<file path="src/rtl/bus_fabric_pkg.sv">
// Shared types for the bus fabric: FSM states, operation codes and a small
// helper that turns the master strobes into an operation code.
package bus_fabric_pkg;

  typedef enum logic [1:0] {
    IDLE   = 2'd0,
    ACCESS = 2'd1,
    RESP   = 2'd2
  } state_t;

  typedef enum logic {
    OP_RD = 1'b0,
    OP_WR = 1'b1
  } op_t;

  // A write strobe selects OP_WR; anything else is treated as a read.
  function automatic op_t op_from_strobes(input logic wr);
    return wr ? OP_WR : OP_RD;
  endfunction

endpackage

</file>
<file path="src/rtl/bus_fabric_if.sv">
// Bus bundle between the master, the fabric and the slave instances.
// The "slave" modport is the fabric's view: it answers the master and
// drives the slave-side strobes. The "master" modport is the environment's
// view: the upstream master plus the slave devices that answer the fabric.
interface bus_fabric_if #(
  parameter int DATA_WIDTH   = 8,
  parameter int ADDR_WIDTH   = 6,
  parameter int NO_OF_SLAVES = 3
);
  localparam int SEL_W = $clog2(NO_OF_SLAVES);
  localparam int OFS_W = ADDR_WIDTH - SEL_W;

  logic [ADDR_WIDTH-1:0]              m_addr;
  logic [DATA_WIDTH-1:0]              m_wdata;
  logic                               m_rd;
  logic                               m_wr;
  logic [DATA_WIDTH-1:0]              m_rdata;
  logic                               m_ready;
  logic                               m_err;
  logic [NO_OF_SLAVES-1:0]            s_en;
  logic [OFS_W-1:0]                   s_addr;
  logic [DATA_WIDTH-1:0]              s_wdata;
  logic                               s_rd;
  logic                               s_wr;
  logic [NO_OF_SLAVES*DATA_WIDTH-1:0] s_rdata;
  logic [NO_OF_SLAVES-1:0]            s_ready;

  modport master (
    output m_addr, m_wdata, m_rd, m_wr, s_rdata, s_ready,
    input  m_rdata, m_ready, m_err, s_en, s_addr, s_wdata, s_rd, s_wr
  );

  modport slave (
    input  m_addr, m_wdata, m_rd, m_wr, s_rdata, s_ready,
    output m_rdata, m_ready, m_err, s_en, s_addr, s_wdata, s_rd, s_wr
  );

endinterface

</file>
<file path="src/rtl/bus_fabric_decoder.sv">
// Combinational address decoder: splits the master address into a slave
// index and a slave-local offset, and flags indices with no slave behind them.
module bus_fabric_decoder #(
  parameter int ADDR_WIDTH   = 6,
  parameter int NO_OF_SLAVES = 3,
  localparam int SEL_W = $clog2(NO_OF_SLAVES),
  localparam int OFS_W = ADDR_WIDTH - SEL_W
) (
  input  logic [ADDR_WIDTH-1:0]   addr,
  output logic [SEL_W-1:0]        sel,
  output logic [NO_OF_SLAVES-1:0] onehot,
  output logic                    hit,
  output logic [OFS_W-1:0]        ofs
);

  assign sel = addr[ADDR_WIDTH-1 -: SEL_W];
  assign ofs = addr[OFS_W-1:0];
  // Index values past the last slave are a decode miss.
  assign hit = (int'(sel) < NO_OF_SLAVES);

  for (genvar gi = 0; gi < NO_OF_SLAVES; gi++) begin : g_onehot
    assign onehot[gi] = hit && (sel == SEL_W'(gi));
  end

endmodule

</file>
<file path="src/rtl/bus_fabric.sv">
// Single-master bus fabric for NO_OF_SLAVES slaves.
// IDLE samples a request, ACCESS holds the selected slave's strobes until it
// reports ready, RESP returns a one-cycle m_ready with data and error flag.
// Illegal requests (read and write together) and decode misses skip ACCESS.
// Optional feature macro: BUS_FABRIC_TIMEOUT_EN adds an access timeout that
// ends ACCESS with an error after TIMEOUT_CYCLES cycles without s_ready.
module bus_fabric
  import bus_fabric_pkg::*;
#(
  parameter int DATA_WIDTH     = 8,
  parameter int ADDR_WIDTH     = 6,
  parameter int NO_OF_SLAVES   = 3,
  parameter int TIMEOUT_CYCLES = 16
) (
  input logic         clk,
  input logic         rst,
  bus_fabric_if.slave bus
);

  localparam int SEL_W = $clog2(NO_OF_SLAVES);
  localparam int OFS_W = ADDR_WIDTH - SEL_W;

  if (NO_OF_SLAVES < 2) begin : g_bad_slaves
    $error("bus_fabric needs at least two slaves");
  end
  if (TIMEOUT_CYCLES < 1) begin : g_bad_timeout
    $error("bus_fabric TIMEOUT_CYCLES must be at least 1");
  end

  state_t                  state_reg, state_next;
  op_t                     op_reg;
  logic [OFS_W-1:0]        ofs_reg;
  logic [DATA_WIDTH-1:0]   wdata_reg;
  logic [DATA_WIDTH-1:0]   rdata_reg;
  logic [SEL_W-1:0]        sel_reg;
  logic [NO_OF_SLAVES-1:0] en_reg;
  logic                    err_reg;

  logic [SEL_W-1:0]        dec_sel;
  logic [NO_OF_SLAVES-1:0] dec_onehot;
  logic                    dec_hit;
  logic [OFS_W-1:0]        dec_ofs;

  logic                    req;
  logic                    reject;
  logic [DATA_WIDTH-1:0]   sel_rdata;
  logic                    sel_ready;
  logic                    timeout_hit;

  bus_fabric_decoder #(
    .ADDR_WIDTH   (ADDR_WIDTH),
    .NO_OF_SLAVES (NO_OF_SLAVES)
  ) u_decoder (
    .addr   (bus.m_addr),
    .sel    (dec_sel),
    .onehot (dec_onehot),
    .hit    (dec_hit),
    .ofs    (dec_ofs)
  );

  assign req    = bus.m_rd | bus.m_wr;
  // Both strobes at once, or an address with no slave, is answered directly with an error.
  assign reject = (bus.m_rd & bus.m_wr) | ~dec_hit;

  // Pick read data and ready of the registered slave; other slaves' ready is ignored.
  always_comb begin
    sel_rdata = '0;
    sel_ready = 1'b0;
    for (int i = 0; i < NO_OF_SLAVES; i++) begin
      if (sel_reg == SEL_W'(i)) begin
        sel_rdata = bus.s_rdata[i*DATA_WIDTH +: DATA_WIDTH];
        sel_ready = bus.s_ready[i];
      end
    end
  end

`ifdef BUS_FABRIC_TIMEOUT_EN
  localparam int CNT_W = $clog2(TIMEOUT_CYCLES + 1);
  logic [CNT_W-1:0] cnt_reg;

  // Count ACCESS cycles; zero on entry to ACCESS because it is held at zero in IDLE.
  always_ff @(posedge clk) begin
    if (rst) begin
      cnt_reg <= '0;
    end else if (state_reg == ACCESS) begin
      cnt_reg <= cnt_reg + CNT_W'(1);
    end else begin
      cnt_reg <= '0;
    end
  end

  // Fires on the ACCESS cycle whose increment brings the count to TIMEOUT_CYCLES.
  assign timeout_hit = (state_reg == ACCESS) &&
                       ((cnt_reg + CNT_W'(1)) == CNT_W'(TIMEOUT_CYCLES));
`else
  assign timeout_hit = 1'b0;
`endif

  // State register.
  always_ff @(posedge clk) begin
    if (rst) begin
      state_reg <= IDLE;
    end else begin
      state_reg <= state_next;
    end
  end

  // Next-state logic; a ready slave takes priority over a timeout.
  always_comb begin
    state_next = state_reg;
    case (state_reg)
      IDLE:    if (req) state_next = reject ? RESP : ACCESS;
      ACCESS:  if (sel_ready || timeout_hit) state_next = RESP;
      RESP:    state_next = IDLE;
      default: state_next = IDLE;
    endcase
  end

  // Request capture in IDLE and response capture at the end of ACCESS.
  always_ff @(posedge clk) begin
    if (rst) begin
      op_reg    <= OP_RD;
      ofs_reg   <= '0;
      wdata_reg <= '0;
      rdata_reg <= '0;
      sel_reg   <= '0;
      en_reg    <= '0;
      err_reg   <= 1'b0;
    end else begin
      case (state_reg)
        IDLE: begin
          if (req) begin
            op_reg    <= op_from_strobes(bus.m_wr);
            ofs_reg   <= dec_ofs;
            wdata_reg <= bus.m_wdata;
            rdata_reg <= '0;
            sel_reg   <= dec_sel;
            en_reg    <= reject ? '0 : dec_onehot;
            err_reg   <= reject;
          end
        end
        ACCESS: begin
          if (sel_ready) begin
            if (op_reg == OP_RD) rdata_reg <= sel_rdata;
            err_reg <= 1'b0;
          end else if (timeout_hit) begin
            err_reg <= 1'b1;
          end
        end
        default: ;
      endcase
    end
  end

  // Outputs: slave strobes only in ACCESS, master response only in RESP.
  always_comb begin
    bus.s_en    = '0;
    bus.s_rd    = 1'b0;
    bus.s_wr    = 1'b0;
    bus.s_addr  = ofs_reg;
    bus.s_wdata = wdata_reg;
    bus.m_ready = 1'b0;
    bus.m_err   = 1'b0;
    bus.m_rdata = '0;
    if (state_reg == ACCESS) begin
      bus.s_en = en_reg;
      bus.s_rd = (op_reg == OP_RD);
      bus.s_wr = (op_reg == OP_WR);
    end
    if (state_reg == RESP) begin
      bus.m_ready = 1'b1;
      bus.m_err   = err_reg;
      bus.m_rdata = rdata_reg;
    end
  end

endmodule

</file>
<file path="src/flat_wrapper.sv">
// flat-port wrapper written by rule: the top's interface ports become plain ports
module bus_fabric_flat import bus_fabric_pkg::*;
#(
  parameter int DATA_WIDTH     = 8,
  parameter int ADDR_WIDTH     = 6,
  parameter int NO_OF_SLAVES   = 3,
  parameter int TIMEOUT_CYCLES = 16
)
  (clk, rst, bus_m_addr, bus_m_wdata, bus_m_rd, bus_m_wr, bus_s_rdata, bus_s_ready, bus_m_rdata, bus_m_ready, bus_m_err, bus_s_en, bus_s_addr, bus_s_wdata, bus_s_rd, bus_s_wr);
  bus_fabric_if #(.DATA_WIDTH(DATA_WIDTH), .ADDR_WIDTH(ADDR_WIDTH), .NO_OF_SLAVES(NO_OF_SLAVES)) bus_i ();
  input logic clk;
  input logic rst;
  input wire logic [$bits(bus_i.m_addr)-1:0] bus_m_addr;
  input wire logic [$bits(bus_i.m_wdata)-1:0] bus_m_wdata;
  input wire logic [$bits(bus_i.m_rd)-1:0] bus_m_rd;
  input wire logic [$bits(bus_i.m_wr)-1:0] bus_m_wr;
  input wire logic [$bits(bus_i.s_rdata)-1:0] bus_s_rdata;
  input wire logic [$bits(bus_i.s_ready)-1:0] bus_s_ready;
  output wire logic [$bits(bus_i.m_rdata)-1:0] bus_m_rdata;
  output wire logic [$bits(bus_i.m_ready)-1:0] bus_m_ready;
  output wire logic [$bits(bus_i.m_err)-1:0] bus_m_err;
  output wire logic [$bits(bus_i.s_en)-1:0] bus_s_en;
  output wire logic [$bits(bus_i.s_addr)-1:0] bus_s_addr;
  output wire logic [$bits(bus_i.s_wdata)-1:0] bus_s_wdata;
  output wire logic [$bits(bus_i.s_rd)-1:0] bus_s_rd;
  output wire logic [$bits(bus_i.s_wr)-1:0] bus_s_wr;
  assign bus_i.m_addr = bus_m_addr;
  assign bus_i.m_wdata = bus_m_wdata;
  assign bus_i.m_rd = bus_m_rd;
  assign bus_i.m_wr = bus_m_wr;
  assign bus_i.s_rdata = bus_s_rdata;
  assign bus_i.s_ready = bus_s_ready;
  assign bus_m_rdata = bus_i.m_rdata;
  assign bus_m_ready = bus_i.m_ready;
  assign bus_m_err = bus_i.m_err;
  assign bus_s_en = bus_i.s_en;
  assign bus_s_addr = bus_i.s_addr;
  assign bus_s_wdata = bus_i.s_wdata;
  assign bus_s_rd = bus_i.s_rd;
  assign bus_s_wr = bus_i.s_wr;
  bus_fabric #(.DATA_WIDTH(DATA_WIDTH), .ADDR_WIDTH(ADDR_WIDTH), .NO_OF_SLAVES(NO_OF_SLAVES), .TIMEOUT_CYCLES(TIMEOUT_CYCLES)) u_core (.clk(clk), .rst(rst), .bus(bus_i));
endmodule
</file>
<file path="config.mk">
export PLATFORM = sky130hd
export DESIGN_NAME = bus_fabric_flat
export DESIGN_NICKNAME = d
export VERILOG_FILES = /design/src/rtl/bus_fabric_pkg.sv /design/src/rtl/bus_fabric_if.sv /design/src/rtl/bus_fabric_decoder.sv /design/src/rtl/bus_fabric.sv /design/src/flat_wrapper.sv
export SDC_FILE = /design/constraint.sdc
export NUM_CORES = 1
export LEC_CHECK = 0
export CORE_ASPECT_RATIO = 0.9
export CORE_MARGIN = 2
export CORE_UTILIZATION = 43
export DETAILED_ROUTE_END_ITERATION = 6
export PLACE_DENSITY = 0.85
export SLEW_MARGIN = 25
export SYNTH_ARGS = -nofsm -noshare
export SYNTH_HDL_FRONTEND = slang
export SYNTH_SLANG_ARGS = --single-unit
</file>
<file path="constraint.sdc">
create_clock -name clk -period 2.6 [get_ports clk]
set_clock_uncertainty 0.1 [all_clocks]
set_input_delay 0.52 -clock clk [delete_from_list [all_inputs] [get_ports clk]]
set_output_delay 0.52 -clock clk [all_outputs]
set_load 0.02 [all_outputs]
</file>
==> flow_metrics.tcl <==
set metrics [dict create \
    dr.pass1.iters 4 \
    track_usage_pct 20.6 \
    hold_buffers 0 \
    drt_iter0_drc 58 \
    area.growth.synth_to_final_pct 56.9 \
    grt_pass1_vias 1407 \
    vias 1459 \
    postSynth.asyncResetShare_pct 0 \
    rows 19 \
    p_leak_nw 0.809 \
    tns_ns 0 \
    tightestPinTransition_ns 0.559 \
    seq_area_frac_synth_pct 40.3 \
    hp-class "flop to flop" \
    hpwl_um 2720 \
    ctsResizeCount 0 \
    htreeDepth 2 \
    synthesis.nets 218 \
    core_area_sq_um 3110 \
    start_kind "flop" \
    yosys_most_used_dff "dfxtp_1" \
    rrSetupSlack_ns 0.74 \
    grtUsageMet3_pct 8.60 \
    clock-sinks 29 \
    path_clk_slew_ns 0.06 \
    finalCritPeriodShare_pct 92.5 \
    cp_max_fo 10 \
    remaining_drc_errors 0 \
    fin_crit_ns 2.41 \
    clock-root-buffer "clkbuf_8" \
    finalHoldViolCount 0 \
    required_ns 1.98 \
    routed_wl_um 3620 \
    wire_per_inst_um 12.6 \
    busiest_layer "met2" \
    power_density_nw_per_um2 546 \
    max-cap-violations 0 \
    r2r_cells 4 \
    whs_ns 0.353 \
    report.final.slew_viol_count 0 \
    netlist-cell-type-count 23 \
    post_cts_buffers 0 \
    syn_area_sq_um 1440 \
    via_per_inst 5.10 \
    slew_headroom_pct 62.7 \
    netlist_instances 173 \
    io_buffers 71 \
    rsz0062_at_grt "false" \
    die_w_um 65 \
    status "completed" \
    n_antenna_cell 0 \
    nNetsFinal 288 \
    cp.arrival_ns 1.79 \
    grt-ovfl-total 0 \
    ys_seq_elements 29 \
    grt_use_met1_pct 23.0 \
    cts_tree "yes" \
    cts_made_buffers 5 \
    ys_warn_count 0 \
    fmax_ghz 0.416 \
    num_io_pins 72 \
    clock_latency_ns 0.28 \
    layout-drive-gt1-share_pct 7.38 \
    synth_edf_count 0 \
    grt_antenna_before_repair 0 \
    grt_pass1_wl_um 6040 \
    crit_type "flop to output pin" \
    cts_max_path_buffers 2 \
    grt_use_met2_pct 36.4 \
    setup_violations 0 \
    hold_depth 2 \
    initial_core_util_pct 46.2 \
    grt_max_degree 30 \
    syn_area_per_cell_sq_um 8.32 \
    place.gp.congestion 0.734 \
    end_kind "output pin" \
    ant_nets 0 \
    die_area_sq_um 3830 \
    dieHeight_um 58.9 \
    vdd_drop_max_uv 460 \
]
cells in the mapped netlist, types with 2 or more instances:
master / instances / area [sq um]
buf_6: 2 / 22.5
buf_4: 4 / 30.0
a21oi_1: 29 / 145
nand3b_1: 2 / 15.0
and2_1: 13 / 81.3
nor2b_1: 3 / 18.8
o21a_1: 2 / 15.0
nand2b_1: 2 / 12.5
clkbuf_1: 4 / 15.0
nand2_1: 38 / 143
o2bb2ai_1: 8 / 70.1
dfxtp_1: 29 / 581
buf_2: 3 / 15.0
nand3_1: 9 / 45.0
o211ai_1: 9 / 67.6
mux2i_1: 9 / 90.1
routing by layer:
| metal | routed length (um) | part of all wire, % |
|---|---|---|
| met1 | 1550 | 43 |
| met3 | 216 | 6.0 |
| met5 | 0 | 0 |
| met2 | 1820 | 50 |
| met4 | 24 | 0.66 |
worst max-delay path: stages (launching register included):
cell	delay, ns
dfxtp_1	0.45
nor2b_1	0.16
buf_4	0.15
and2_1	0.13
clkdlybuf4s50_1	0.61
metrics by stage:
step	area (sq um)	total power, mW	util, %	instances	worst slack [ns]
2_1_floorplan	1440	0.702	-	173	0.787
3_3_place_gp	2160	0.835	69.3	278	0.511
3_5_place_dp	2160	0.839	69.3	278	0.491
4_1_cts	2260	1.24	72.6	286	0.189
5_1_grt	2260	1.30	72.6	286	0.0980
6_report	2260	1.23	72.6	286	0.195
power by group:
part / switching (mW) / total [mW] / internal (mW)
registers: 0.0303 / 0.508 / 0.478
clock network: 0.165 / 0.403 / 0.239
logic: 0.159 / 0.322 / 0.164
placed cells by master, fill, tap and decap left out, types with 2 or more instances in the layout:
cell type and n:
nand3_1 9, o2bb2ai_1 8, nand2_1 38, nor2b_1 3, clkdlybuf4s50_1 71, a21oi_1 29
and2_1 13, buf_4 5, dfxtp_1 29, mux2i_1 9, clkbuf_8 7, nand2b_1 2
o211ai_1 9, o21a_1 2, nand3b_1 2
cells by family after synthesis:
family | after synthesis | synth area share (%)
buffers and inverters | 14 | 6.34
muxes | 9 | 6.26
DFF | 29 | 40.3
and+or+nand+nor | 70 | 24.2
AOI/OAI and AO/OA | 51 | 22.9
final timing paths:
path,start,end
worst max-delay path,u_core.state_reg[1],bus_m_rdata[1]
worst min-delay path,u_core.bus.s_wdata[5],u_core.bus.s_wdata[5]
worst max register to register,u_core.sel_reg[1],u_core.rdata_reg[0]
worst min register to register,u_core.bus.s_wdata[5],u_core.bus.s_wdata[5]
final cells by class:
cell class                 instances  area, sq um
fill                             246          855
multi-input combinational        130          768
timing repair buffer              76          748
sequential                        29          581
clock buffer                       7         96.3
tap                               42         52.6
inverter                           1         8.76
clock inverter                     1         5.00
No activity file was read; power rests on OpenSTA's default activity.
==> variant 1: new RTL, same flow settings <==
`ADDR_WIDTH` is set to 6 in 4 places; all go to 8.
--- a/src/rtl/bus_fabric_if.sv
+++ b/src/rtl/bus_fabric_if.sv
@@ -4,7 +4,7 @@
 // view: the upstream master plus the slave devices that answer the fabric.
 interface bus_fabric_if #(
   parameter int DATA_WIDTH   = 8,
-  parameter int ADDR_WIDTH   = 6,
+  parameter int ADDR_WIDTH   = 8,
   parameter int NO_OF_SLAVES = 3
 );
   localparam int SEL_W = $clog2(NO_OF_SLAVES);
--- a/src/rtl/bus_fabric_decoder.sv
+++ b/src/rtl/bus_fabric_decoder.sv
@@ -1,7 +1,7 @@
 // Combinational address decoder: splits the master address into a slave
 // index and a slave-local offset, and flags indices with no slave behind them.
 module bus_fabric_decoder #(
-  parameter int ADDR_WIDTH   = 6,
+  parameter int ADDR_WIDTH   = 8,
   parameter int NO_OF_SLAVES = 3,
   localparam int SEL_W = $clog2(NO_OF_SLAVES),
   localparam int OFS_W = ADDR_WIDTH - SEL_W
--- a/src/rtl/bus_fabric.sv
+++ b/src/rtl/bus_fabric.sv
@@ -8,7 +8,7 @@
   import bus_fabric_pkg::*;
 #(
   parameter int DATA_WIDTH     = 8,
-  parameter int ADDR_WIDTH     = 6,
+  parameter int ADDR_WIDTH     = 8,
   parameter int NO_OF_SLAVES   = 3,
   parameter int TIMEOUT_CYCLES = 16
 ) (
--- a/src/flat_wrapper.sv
+++ b/src/flat_wrapper.sv
@@ -2,7 +2,7 @@
 module bus_fabric_flat import bus_fabric_pkg::*;
 #(
   parameter int DATA_WIDTH     = 8,
-  parameter int ADDR_WIDTH     = 6,
+  parameter int ADDR_WIDTH     = 8,
   parameter int NO_OF_SLAVES   = 3,
   parameter int TIMEOUT_CYCLES = 16
 )
Ports: changed (resized bus_m_addr and bus_s_addr); port bits go from 72 to 76. The function was not compared with the original's and may differ.
==> variant 1 against the unedited design <==
- core utilization shrank 2.8 points
- non-clock buffer count grew 3
- highest routed layer unchanged
- largest power group unchanged
- setup slack gained 5.8 ps
- sequential cell count grew 2
- wire length grew 11%
- synthesized area grew 8.9%
- total power grew 3.0%
- critical endpoint is now bus_s_rd
- final area grew 5.9%
- largest cell class unchanged
- critical path type unchanged
- critical path depth is the same
==> variant 1: results (changes against the unedited design) <==
{| class="wikitable"
! Metric !! Value
|-
| Number of diodes || 0 (unchanged)
|-
| Clock tree buffer depth || 2 (unchanged)
|-
| Routability congestion estimate from global placement || 0.8257 (was 0.7341)
|-
| Filler-free cell count of the finished design || 298 (was 286)
|-
| Mapped Cells || 182 (was 173)
|-
| Post-detail-place hpwl || 3.040 mm (was 2.725 mm)
|-
| Fraction of power spent switching nets || 29.63% (was 28.66%)
|-
| GRT Resource Usage Total || 21.58% (was 20.59%)
|-
| Sequential area share after synthesis || 39.58% (was 40.31%)
|-
| Synthesized netlist net count || 229 (was 218)
|-
| Synth area leaders || dfxtp_1 (40%), nand2_1 (10%), a21oi_1 (9.6%), o211ai_2 (7.2%), mux2i_1 (5.7%) (was dfxtp_1 (40%), a21oi_1 (10%), nand2_1 (9.9%), mux2i_1 (6.3%), and2_1 (5.6%))
|-
| Post-detailed-route wirelength per cell || 13.47 um (was 12.65 um)
|-
| First-pass GRT wire length || 6.589 mm (was 6.044 mm)
|-
| Starting DRT DRC Count || 68 (was 58)
|-
| Share of cells above drive strength 1 || 10.24% (was 7.377%)
|-
| Pre-CTS worst setup slack || 515.6 ps (was 490.5 ps)
|-
| Highest fanout seen on the critical path || 9 (was 10)
|-
| Largest net degree at the start of global routing || 32 (was 30)
|-
| Maximum ir drop on the vdd rail || 0.4012 mV (was 0.4600 mV)
|-
| Cell variety after synth || 26 (was 23)
|-
| Top cell types by occurrence after synthesis || nand2_1 (42), dfxtp_1 (31), a21oi_1 (30) (was nand2_1 (38), a21oi_1 (29), dfxtp_1 (29))
|-
| Number of filler instances in the final layout || 293 (was 246)
|-
| Post-Place Cell Area || 0.002305 mm2 (was 0.002158 mm2)
|-
| Leak || 0.8699 nW (was 0.8094 nW)
|-
| Path class of the lowest-slack min-delay path || register to register (unchanged)
|-
| Net total in the final layout || 301 (was 288)
|-
| Placed Cells incl. Taps || 291 (was 278)
|-
| Clock-pin slew on the worst setup and hold paths || 60 ps (about the same)
|-
| # port buffers || 75 (was 71)
|-
| Run status || completed (unchanged)
|-
| Slew at the pin with the worst max-slew slack || 597.3 ps (was 559.2 ps)
|-
| Total number of vias || 1507 (was 1459)
|}
==> variant 1: cell type report <==
class                      count  area [um2]  area share, %
multi-input combinational    136       827.0          34.57
timing repair buffer          79       793.3          33.16
sequential                    31       620.6          25.94
clock buffer                   6       82.58          3.452
tap                           44       55.05          2.301
inverter                       1       8.758         0.3661
clock inverter                 1       5.005         0.2092
==> variant 1: final timing paths <==
| check | cells after the start | from | to | slack (ps) |
|---|---|---|---|---|
| max | 4 | u_core.state_reg[0]$_SDFFE_PP0P_ | bus_s_rd | 200 |
| min | 2 | u_core.en_reg[0]$_SDFFE_PP0P_ | u_core.en_reg[0]$_SDFFE_PP0P_ | 350 |
| max reg2reg | 4 | u_core.sel_reg[1]$_SDFFE_PP0P_ | u_core.rdata_reg[1]$_SDFFE_PP0P_ | 640 |
| min reg2reg | 2 | u_core.en_reg[0]$_SDFFE_PP0P_ | u_core.en_reg[0]$_SDFFE_PP0P_ | 350 |
==> variant 1: per-layer routing <==
layer	track usage, %	up-vias	part of all wire [%]
met5	0	-	0
met4	6.706	0	0.85
met3	8.775	4	9.6
met2	36.55	57	48
met1	25.14	677	41
li1	-	769	-
==> variant 1: logic make-up after synthesis <==
logic type,after synthesis,share of synthesized area [%]
and+or+nand+nor,74,22.75
DFF,31,39.59
muxes,9,5.746
buffers and inverters,15,7.662
AOI/OAI and AO/OA,53,24.26
==> variant 1: power groups by stage <==
stage	Sequential [mW]	Clock (mW)	Combinational [mW]
after floorplan	0.565	0	0.194
after global placement	0.552	0	0.351
after detailed placement	0.552	0	0.358
after CTS	0.543	0.377	0.360
after global routing	0.550	0.398	0.390
final	0.543	0.370	0.358
==> variant 1: worst register-to-register path: cells and delay by family, from the launching register on <==
family          cells  cell delay (ps)
compound gates      3              750
flops               1              700
mux                 1              340
==> variant 2: new RTL, same settings <==
Without the edit above. Re-encode `state_t` (3 states) as one-hot, 3 bits wide.
--- a/src/rtl/bus_fabric_pkg.sv
+++ b/src/rtl/bus_fabric_pkg.sv
@@ -2,10 +2,10 @@
 // helper that turns the master strobes into an operation code.
 package bus_fabric_pkg;
 
-  typedef enum logic [1:0] {
-    IDLE   = 2'd0,
-    ACCESS = 2'd1,
-    RESP   = 2'd2
+  typedef enum logic [2:0] {
+    IDLE   = 3'b001,
+    ACCESS = 3'b010,
+    RESP   = 3'b100
   } state_t;
 
   typedef enum logic {
Function: no difference found for any inputs over 10 cycles, from zero or initial values and one cycle with rst high; not proved beyond that.
==> variant 2 against the unedited design <==
- fmax down 1.6%
- die area grew 3.6%
- total power down 3.8%
- wire length up 2.4%
- setup slack got worse by 39 ps
- sequential cell count up 1
- via count grew 1.5%
- final area up 3.1%
- synthesized area up 3.8%
- critical path type unchanged
- largest power group unchanged
- highest routed layer unchanged
==> variant 2: results (changes against the unedited design) <==
{| class="wikitable"
! Metric !! Value
|-
| Share of cells above drive strength 1 || 6.827% (was 7.377%)
|-
| Worst R2R Start || u_core.state_reg[1]$_SDFFE_PP0P_ (was u_core.sel_reg[1]$_SDFFE_PP0P_)
|-
| Run status || completed (unchanged)
|-
| Highest fanout seen on the critical path || 10 (unchanged)
|-
| Synth area leaders || dfxtp_1 (40%), nand2_1 (8.0%), mux2i_1 (7.4%), a21oi_1 (5.7%), and2_1 (5.4%) (was dfxtp_1 (40%), a21oi_1 (10%), nand2_1 (9.9%), mux2i_1 (6.3%), and2_1 (5.6%))
|-
| Async set-or-reset flop fraction in the synthesized netlist || 0% (unchanged)
|-
| Slew at the pin with the worst max-slew slack || 481.5 ps (was 559.2 ps)
|-
| Multiplexer fraction of the synthesized cell area || 7.364% (was 6.255%)
|-
| Post-detailed-route wirelength per cell || 12.63 um (was 12.65 um)
|-
| Worst Min Path Start || u_core.en_reg[2]$_SDFFE_PP0P_ (was u_core.bus.s_wdata[5]$_SDFFE_PP0P_)
|-
| Pre-CTS worst setup slack || 432.3 ps (was 490.5 ps)
|-
| Sequential area share after synthesis || 40.17% (was 40.31%)
|-
| Remaining Overflow, GRT || 0 (unchanged)
|-
| Number of global-route vias before repair || 1298 (was 1407)
|-
| Number of instances resized during post-cts repair || 0 (unchanged)
|-
| Worst setup path startpoint || u_core.state_reg[2]$_SDFFE_PP0P_ (was u_core.state_reg[1]$_SDFFE_PP0P_)
|-
| Net total in the final layout || 294 (was 288)
|-
| Synth Area in Compound Gates || 17.32% (was 22.85%)
|-
| Cell variety after synth || 29 (was 23)
|-
| Comb pwr || 0.326 mW (was 0.322 mW)
|-
| CP arrival || 1820 ps (was 1790 ps)
|-
| Top cell types by occurrence after synthesis || nand2_1 (32), dfxtp_1 (30), a21oi_1 (17) (was nand2_1 (38), a21oi_1 (29), dfxtp_1 (29))
|-
| GRT Resource Usage Total || 19.41% (was 20.59%)
|-
| First-pass GRT wire length || 5.809 mm (was 6.044 mm)
|-
| Starting DRT DRC Count || 41 (was 58)
|-
| Routability congestion estimate from global placement || 0.7536 (was 0.7341)
|-
| Post-detail-place hpwl || 2.764 mm (was 2.725 mm)
|-
| Total number of vias || 1481 (was 1459)
|-
| Synthesized netlist net count || 222 (was 218)
|-
| Maximum ir drop on the vdd rail || 0.4496 mV (was 0.4600 mV)
|-
| Antenna violations before repair || 0 (unchanged)
|-
| Largest net degree at the start of global routing || 19 (was 30)
|-
| P_seq || 0.514 mW (was 0.508 mW)
|-
| Leak || 0.8484 nW (was 0.8094 nW)
|-
| Net switching power of the design || 0.3445 mW (was 0.3535 mW)
|}
==> variant 2: cell count changes after synthesis, sizes merged, moves of 8 or more <==
cell,delta
o21ai,+8
a21oi,-12
o2bb2ai,-8
a31o,+8
nand3,-8
o211ai,-9
nor4b,+8
==> variant 2: per-stage QoR <==
step	util, %	area (um2)	cells	power (mW)
after floorplan	-	1495	177	0.7018
after global placement	67.13	2251	286	0.8450
after detailed placement	67.13	2251	286	0.8501
after CTS	69.48	2330	293	1.196
after global routing	69.48	2330	293	1.249
final	69.48	2330	293	1.187
==> variant 2: routing by layer <==
metal / track usage, % / wire (um) / vias to the layer above
met4: 7.872 / 55 / 0
met5: 0 / 0 / -
met1: 25.64 / 1714 / 673
li1: - / - / 758
met3: 5.085 / 237 / 5
met2: 30.29 / 1694 / 45
==> variant 2: cell type report <==
cell class / instances / area (um2)
repair buffers: 79 / 770.7
fillers: 290 / 1023
inverters: 2 / 7.507
multi-input cells: 131 / 817.0
clock inverters: 2 / 10.01
well taps: 44 / 55.05
flip-flops and latches: 30 / 600.6
clock buffers: 5 / 68.82
==> variant 2: kinds of logic (layout without fill, tap and decap cells) <==
logic type,count (synthesis),after routing
and+or+nand+nor,78,78
AOI/OAI and AO/OA,42,42
DFF,30,30
buffers and inverters,16,88
muxes,11,11
==> variant 2: path summary, 6_finish.rpt <==
path	to	slack, ps	cells past startpoint
worst min-delay path	u_core.en_reg[2]$_SDFFE_PP0P_	350	2
worst max register to register	u_core.rdata_reg[6]$_SDFFE_PP0P_	780	5
worst min register to register	u_core.en_reg[2]$_SDFFE_PP0P_	350	2
worst max-delay path	bus_m_rdata[7]	160	4
==> variant 2: critical path, stage by stage, from the launching register on <==
cell and delay, ps:
dfxtp_1 400, nor3b_1 220, buf_4 180, and2_1 150, clkdlybuf4s50_1 600
